--- config.mk ---
export PLATFORM = sky130hd
export DESIGN_NAME = mac_rx_fifo_reader
export DESIGN_NICKNAME = d
export VERILOG_FILES = /design/src/rtl/mac_rx_fifo_reader.sv
export SDC_FILE = /design/constraint.sdc
export NUM_CORES = 1
export LEC_CHECK = 0
export ABC_AREA = 1
export BUFFER_PORTS_ARGS = -buffer_cell sky130_fd_sc_hd__buf_2
export CAP_MARGIN = 20
export CORE_MARGIN = 2
export CORE_UTILIZATION = 60
export DETAILED_ROUTE_END_ITERATION = 7
export MAX_ROUTING_LAYER = met4
export PLACE_DENSITY = 0.95
export SLEW_MARGIN = 40
export SYNTH_ARGS = -nofsm -noshare
export SYNTH_HDL_FRONTEND = slang
export SYNTH_SLANG_ARGS = --single-unit
--- constraint.sdc ---
create_clock -name mac_clk_i -period 4.66 [get_ports mac_clk_i]
set_input_delay 0.932 -clock mac_clk_i [delete_from_list [all_inputs] [get_ports mac_clk_i]]
set_output_delay 0.932 -clock mac_clk_i [all_outputs]
set_load 0.01 [all_outputs]
--- src/rtl/mac_rx_fifo_reader.sv ---
// MAC receive FIFO consumer: drains packets into a word buffer and
// emits one descriptor (start address, byte length, error) per packet.
module mac_rx_fifo_reader #(
    parameter int ADDR_W    = 15,
    parameter int MAX_WORDS = 5000,
    parameter int RD_LAT    = 2
) (
    input  logic              mac_clk_i,
    input  logic              mac_rst_i,
    input  logic [31:0]       mac_rxd_i,
    input  logic [1:0]        mac_ben_i,
    input  logic              mac_rxda_i,
    input  logic              mac_rxsop_i,
    input  logic              mac_rxeop_i,
    input  logic              mac_rxdv_i,
    output logic              mac_rxrqrd_o,
    input  logic [ADDR_W:0]   buf_free_i,
    output logic              buf_wr_en_o,
    output logic [ADDR_W-1:0] buf_wr_addr_o,
    output logic [31:0]       buf_wr_data_o,
    output logic              pkt_done_o,
    output logic [ADDR_W-1:0] pkt_addr_o,
    output logic [15:0]       pkt_len_o,
    output logic              pkt_err_o,
    output logic [31:0]       pkt_cnt_o,
    output logic [31:0]       drop_cnt_o
);

    typedef enum logic [1:0] {
        S_IDLE,
        S_READ,
        S_HALT,
        S_DROP
    } state_t;

    localparam logic [ADDR_W:0] THR    = (ADDR_W+1)'(RD_LAT + 1);
    localparam logic [15:0]     WMAX   = 16'(MAX_WORDS);
    localparam logic [15:0]     MAXLEN = 16'(4 * MAX_WORDS);

    state_t            r_state;
    state_t            w_next;
    logic              r_rqrd;
    logic              w_rqrd_d;

    logic              r_in_pkt;
    logic [15:0]       r_wcnt;
    logic [ADDR_W-1:0] r_start;
    logic [ADDR_W-1:0] r_wptr;

    logic              r_wr_en;
    logic [ADDR_W-1:0] r_wr_addr;
    logic [31:0]       r_wr_data;
    logic              r_done;
    logic [ADDR_W-1:0] r_pkt_addr;
    logic [15:0]       r_pkt_len;
    logic              r_pkt_err;
    logic [31:0]       r_pkt_cnt;
    logic [31:0]       r_drop_cnt;

    logic              w_room;
    logic              w_sop;
    logic              w_eop;
    logic              w_trunc;
    logic              w_wr;
    logic              w_close;
    logic              w_abort;
    logic              w_desc;
    logic [2:0]        w_bytes;
    logic [ADDR_W-1:0] w_d_addr;
    logic [15:0]       w_d_len;
    logic              w_d_err;
    logic              w_good_inc;
    logic              w_drop_inc;

    assign w_room  = buf_free_i > THR;
    assign w_sop   = mac_rxdv_i && mac_rxsop_i;
    assign w_eop   = mac_rxdv_i && mac_rxeop_i;
    assign w_trunc = mac_rxdv_i && r_in_pkt && !mac_rxsop_i && (r_wcnt == WMAX);
    assign w_wr    = w_sop || (mac_rxdv_i && r_in_pkt && !w_trunc);
    assign w_close = w_eop && (r_in_pkt || w_sop);
    assign w_abort = w_sop && r_in_pkt;
    assign w_desc  = w_close || w_abort;
    assign w_bytes = 3'd4 - {1'b0, mac_ben_i};

    // An SOP+EOP word that also aborts an open packet reports only the new
    // one-word packet; the aborted one is still counted in drop_cnt.
    always_comb begin
        w_d_addr = r_start;
        w_d_len  = r_wcnt << 2;
        w_d_err  = 1'b1;
        if (w_close) begin
            if (w_sop) begin
                w_d_addr = r_wptr;
                w_d_len  = {13'd0, w_bytes};
                w_d_err  = 1'b0;
            end else if (w_trunc) begin
                w_d_len  = MAXLEN;
            end else begin
                w_d_len  = (r_wcnt << 2) + {13'd0, w_bytes};
                w_d_err  = 1'b0;
            end
        end
    end

    assign w_good_inc = w_close && !w_trunc;
    assign w_drop_inc = w_abort || (w_close && w_trunc);

    always_ff @(posedge mac_clk_i) begin
        if (mac_rst_i) begin
            r_state <= S_IDLE;
            r_rqrd  <= 1'b0;
        end else begin
            r_state <= w_next;
            r_rqrd  <= w_rqrd_d;
        end
    end

    always_comb begin
        w_next = r_state;
        unique case (r_state)
            S_IDLE: if (mac_rxda_i && w_room) w_next = S_READ;
            S_READ: begin
                if (w_eop && !mac_rxda_i) w_next = S_IDLE;
                else if (!w_room)         w_next = S_HALT;
            end
            S_HALT: if (w_room) w_next = S_READ;
            S_DROP: begin
                if (w_eop)      w_next = mac_rxda_i ? S_READ : S_IDLE;
                else if (w_sop) w_next = S_READ;
            end
            default: w_next = S_IDLE;
        endcase
        if (w_trunc && !w_eop) w_next = S_DROP;
    end

    always_comb begin
        w_rqrd_d = mac_rxda_i && ((w_next == S_READ) || (w_next == S_DROP));
    end

    always_ff @(posedge mac_clk_i) begin
        if (mac_rst_i) begin
            r_in_pkt   <= 1'b0;
            r_wcnt     <= '0;
            r_start    <= '0;
            r_wptr     <= '0;
            r_wr_en    <= 1'b0;
            r_wr_addr  <= '0;
            r_wr_data  <= '0;
            r_done     <= 1'b0;
            r_pkt_addr <= '0;
            r_pkt_len  <= '0;
            r_pkt_err  <= 1'b0;
            r_pkt_cnt  <= '0;
            r_drop_cnt <= '0;
        end else begin
            if (w_sop) begin
                r_in_pkt <= !mac_rxeop_i;
                r_wcnt   <= 16'd1;
                r_start  <= r_wptr;
            end else if (w_eop) begin
                r_in_pkt <= 1'b0;
            end else if (w_wr) begin
                r_wcnt   <= r_wcnt + 16'd1;
            end
            if (w_wr) r_wptr <= r_wptr + 1'b1;
            r_wr_en   <= w_wr;
            r_wr_addr <= r_wptr;
            r_wr_data <= mac_rxd_i;
            r_done    <= w_desc;
            if (w_desc) begin
                r_pkt_addr <= w_d_addr;
                r_pkt_len  <= w_d_len;
                r_pkt_err  <= w_d_err;
            end
            if (w_good_inc) r_pkt_cnt  <= r_pkt_cnt + 32'd1;
            if (w_drop_inc) r_drop_cnt <= r_drop_cnt + 32'd1;
        end
    end

    assign mac_rxrqrd_o  = r_rqrd;
    assign buf_wr_en_o   = r_wr_en;
    assign buf_wr_addr_o = r_wr_addr;
    assign buf_wr_data_o = r_wr_data;
    assign pkt_done_o    = r_done;
    assign pkt_addr_o    = r_pkt_addr;
    assign pkt_len_o     = r_pkt_len;
    assign pkt_err_o     = r_pkt_err;
    assign pkt_cnt_o     = r_pkt_cnt;
    assign drop_cnt_o    = r_drop_cnt;

endmodule
==> impl_metrics.tcl <==
set metrics [dict create \
    outcome "finished clean" \
    clockBufferDepth 2 \
    initial_core_util 0.614 \
    clk_latency_ns 0.44 \
    worst-path-buf-inv 3 \
    cp.depth 9 \
    final-max-slew-violation-count 0 \
    grtUsageMet1 0.383 \
    r2r-end "drop_cnt_o[9]" \
    min_period_over_period 0.633 \
    routed_wl_um 26700 \
    fin_nets 1696 \
    port_buffers 199 \
    muxShareOfSynthArea 0 \
    grt_start_max_net_pins 67 \
    synth_warnings 0 \
    die_h_um 131 \
    reg2reg_from "r_in_pkt" \
    syn_area_um2 9750 \
    cp_slowest_cell "nor2_4" \
    finalHoldViolations 0 \
    critPathKind "in -> reg" \
    ys_async_sr_fraction 0 \
    synthSimpleGateAreaFrac 0.361 \
    grt_pass1_vias 9343 \
    drive_gt1_frac 0.167 \
    crit_family "simple AND/OR/NAND/NOR gates" \
    synthCells 1463 \
    gp_congestion 0.954 \
    ff2ff_path_depth 8 \
    fin_crit_ns 2.95 \
    drt-vias-per-instance 5.42 \
    cts_made_buffers 17 \
    finClkSkew_ns 0.0118 \
    cts_sinks 195 \
    drt_first_pass_iters 5 \
    clk_pin_slew_ns 0.08 \
    crit_path_end_kind "register" \
    drv_cap 0 \
    path_max_fanout 31 \
    slowest_delay_ns 0.48 \
    io-pin-count 202 \
    synth_seq_cells 195 \
    critPathArrivalTime_ns 3.24 \
    fin_area_um2 11400 \
    crit_chain "buf_2 -> nand2_1 -> a21oi_4 -> nor2_4 -> inv_2 -> nand2_4 -> clkinv_4 -> nand2_1 -> a21oi_1" \
    htree_num_levels 4 \
    core_area_um2 15900 \
    drtIter0Drc 938 \
    final-setup-viol-count 0 \
    hpwl_um 18800 \
    hold_buffers 0 \
    synth_edf_count 0 \
    synth_top_family_by_area "simple AND/OR/NAND/NOR gates" \
    area_delta_synth_final_pct 16.8 \
    rsz0062_at_grt "no" \
    globalRouteMet3Util 0.0448 \
    synthXorXnorAreaFrac 0.0377 \
    max_slew_margin 0.472 \
    gr-usage-met2 0.524 \
    hold_class "reg -> reg" \
    ys.flop_type "dfxtp_1" \
    grt.overflow.total 0 \
    cts_tree "built" \
    worstPathRequired_ns 4.95 \
    n_antenna_cell 0 \
    antenna_found_initial 0 \
    tightest_slew_ns 0.793 \
    crit_path_frequent_cell "nand2_1" \
    ys_types 39 \
    routedWlPerCell_um 14.4 \
    synth_nets 1527 \
    postCtsSetupBuffers 0 \
    grt_pass1_wl_um 43700 \
    avgSynthCellArea_um2 6.66 \
    rrSetupSlack_ns 2.22 \
    cts_resized 0 \
    ant_nets 0 \
    drcViolationCount 0 \
    synth-seq-area-share 0.401 \
    synth-compound-area-share 0.104 \
    die_w_um 131 \
    power.leakage_nw 5.07 \
    place_area_um2 10800 \
    die_area_um2 17300 \
    fin_util 0.716 \
    vdd_ir_drop_max_uv 304 \
    yosys.area_share.adder 0.0103 \
    busiest_layer "met2" \
    crit_path_end "drop_cnt_o[9]" \
    start_kind "input pin" \
    worstSetupStartpoint "mac_rxsop_i" \
    clock.fmax_ghz 0.339 \
    root_buffer "clkbuf_16" \
    tns_ns 0 \
    route.vias.total 10100 \
    grt_usage 0.311 \
    num_rows 46 \
    powerDensity_nw_per_um2 305 \
]
worst reg2reg max path, cell delays in order (launching register included):
cell	delay, ns
dfxtp_1	0.32
inv_1	0.14
a21oi_4	0.15
nor2_4	0.48
inv_2	0.30
nand2_4	0.38
clkinv_4	0.30
nand2_1	0.15
a21oi_1	0.08
how the worst min path moves through the flow:
stage,from,end,slack [ns],cells past startpoint
floorplan,r_wptr[1],buf_wr_addr_o[1],0.44,2
global placement,pkt_len_o[1],pkt_len_o[1],0.45,2
detailed placement,pkt_len_o[0],pkt_len_o[0],0.46,2
CTS,pkt_len_o[0],pkt_len_o[0],0.47,2
global route,pkt_len_o[1],pkt_len_o[1],0.50,2
finish,pkt_len_o[0],pkt_len_o[0],0.47,2
report_power, final:
| group | internal (mW) | total, mW | switching, mW |
|---|---|---|---|
| registers | 1.71 | 1.73 | 0.0215 |
| clock network | 0.766 | 1.51 | 0.748 |
| logic | 0.0786 | 0.234 | 0.155 |
| total | 2.55 | 3.48 | 0.925 |
state kept, by name, indices dropped and copies added (netlist names):
signal         flops
pkt_addr_o        15
r_in_pkt           1
pkt_len_o         16
buf_wr_data_o     32
drop_cnt_o        32
pkt_err_o          1
r_wcnt            16
buf_wr_en_o        1
pkt_done_o         1
r_wptr            15
r_start           15
mac_rxrqrd_o       1
buf_wr_addr_o     15
r_state            2
pkt_cnt_o         32
placed cells by master, fill, tap and decap left out, types with 4 or more instances in the layout:
master     count
inv_1        137
xor2_1        34
buf_2        198
dfxtp_1      195
inv_8          6
buf_4          8
a21oi_1       89
nand3_1       52
nand2_1      473
o221ai_1      13
xnor2_1        8
nor3_1        14
or2_2          4
nor2_2         4
a21oi_2        8
o21ai_0       52
nand4_1       12
clkbuf_16     17
nand2_4        6
ha_1           8
nand3b_1      28
nor2_1       241
Yosys cell counts, types with 4 or more instances:
| library cell | number | area (µm²) |
|---|---|---|
| o221ai_1 | 13 | 114 |
| dfxtp_1 | 195 | 3900 |
| inv_1 | 137 | 514 |
| nand4_1 | 12 | 75.1 |
| clkbuf_1 | 22 | 82.6 |
| buf_6 | 6 | 67.6 |
| a21oi_2 | 8 | 70.1 |
| ha_1 | 8 | 100 |
| nand3b_1 | 28 | 210 |
| a21oi_1 | 89 | 445 |
| buf_2 | 15 | 75.1 |
| nand3_1 | 52 | 260 |
| xor2_1 | 34 | 298 |
| nand2_4 | 6 | 67.6 |
| or2_2 | 4 | 25.0 |
| buf_1 | 6 | 22.5 |
| o21ai_0 | 52 | 260 |
| nand2_1 | 473 | 1780 |
| nor2_2 | 4 | 25.0 |
| nor3_1 | 14 | 70.1 |
| nor2_1 | 241 | 905 |
| xnor2_1 | 8 | 70.1 |
| buf_4 | 5 | 37.5 |
routing by layer:
metal,part of all wire,vias up,wire (µm)
met2,0.49,524,13000
met3,0.075,75,2010
li1,-,4937,-
met4,0.023,0,626
met1,0.41,4552,11100
met5,0,-,0
kinds of logic after synthesis:
group | count (synthesis)
and+or+nand+nor | 845
buffers and inverters | 197
AOI/OAI and AO/OA | 176
adders and majority gates | 8
xor gates and xnor gates | 42
DFF | 195
metrics by stage:
| stage | power [mW] | hold WS, ns | worst slack, ns | cells |
|---|---|---|---|---|
| after floorplan | 1.91 | 0.442 | 2.47 | 1463 |
| after global placement | 1.99 | 0.449 | 1.38 | 1829 |
| after detailed placement | 2.00 | 0.463 | 1.31 | 1829 |
| after CTS | 3.49 | 0.475 | 1.77 | 1861 |
| after global routing | 3.59 | 0.504 | 1.54 | 1861 |
| final | 3.48 | 0.475 | 1.71 | 1861 |
cell type report:
cell class	instances	area, µm²
multi-input combinational	1071	5000
fill	1288	4500
sequential	195	3900
timing repair buffer	206	1050
inverter	141	534
clock buffer	19	453
tap	216	270
clock inverter	13	166
Note: power is estimated with default switching activity, not from simulation.
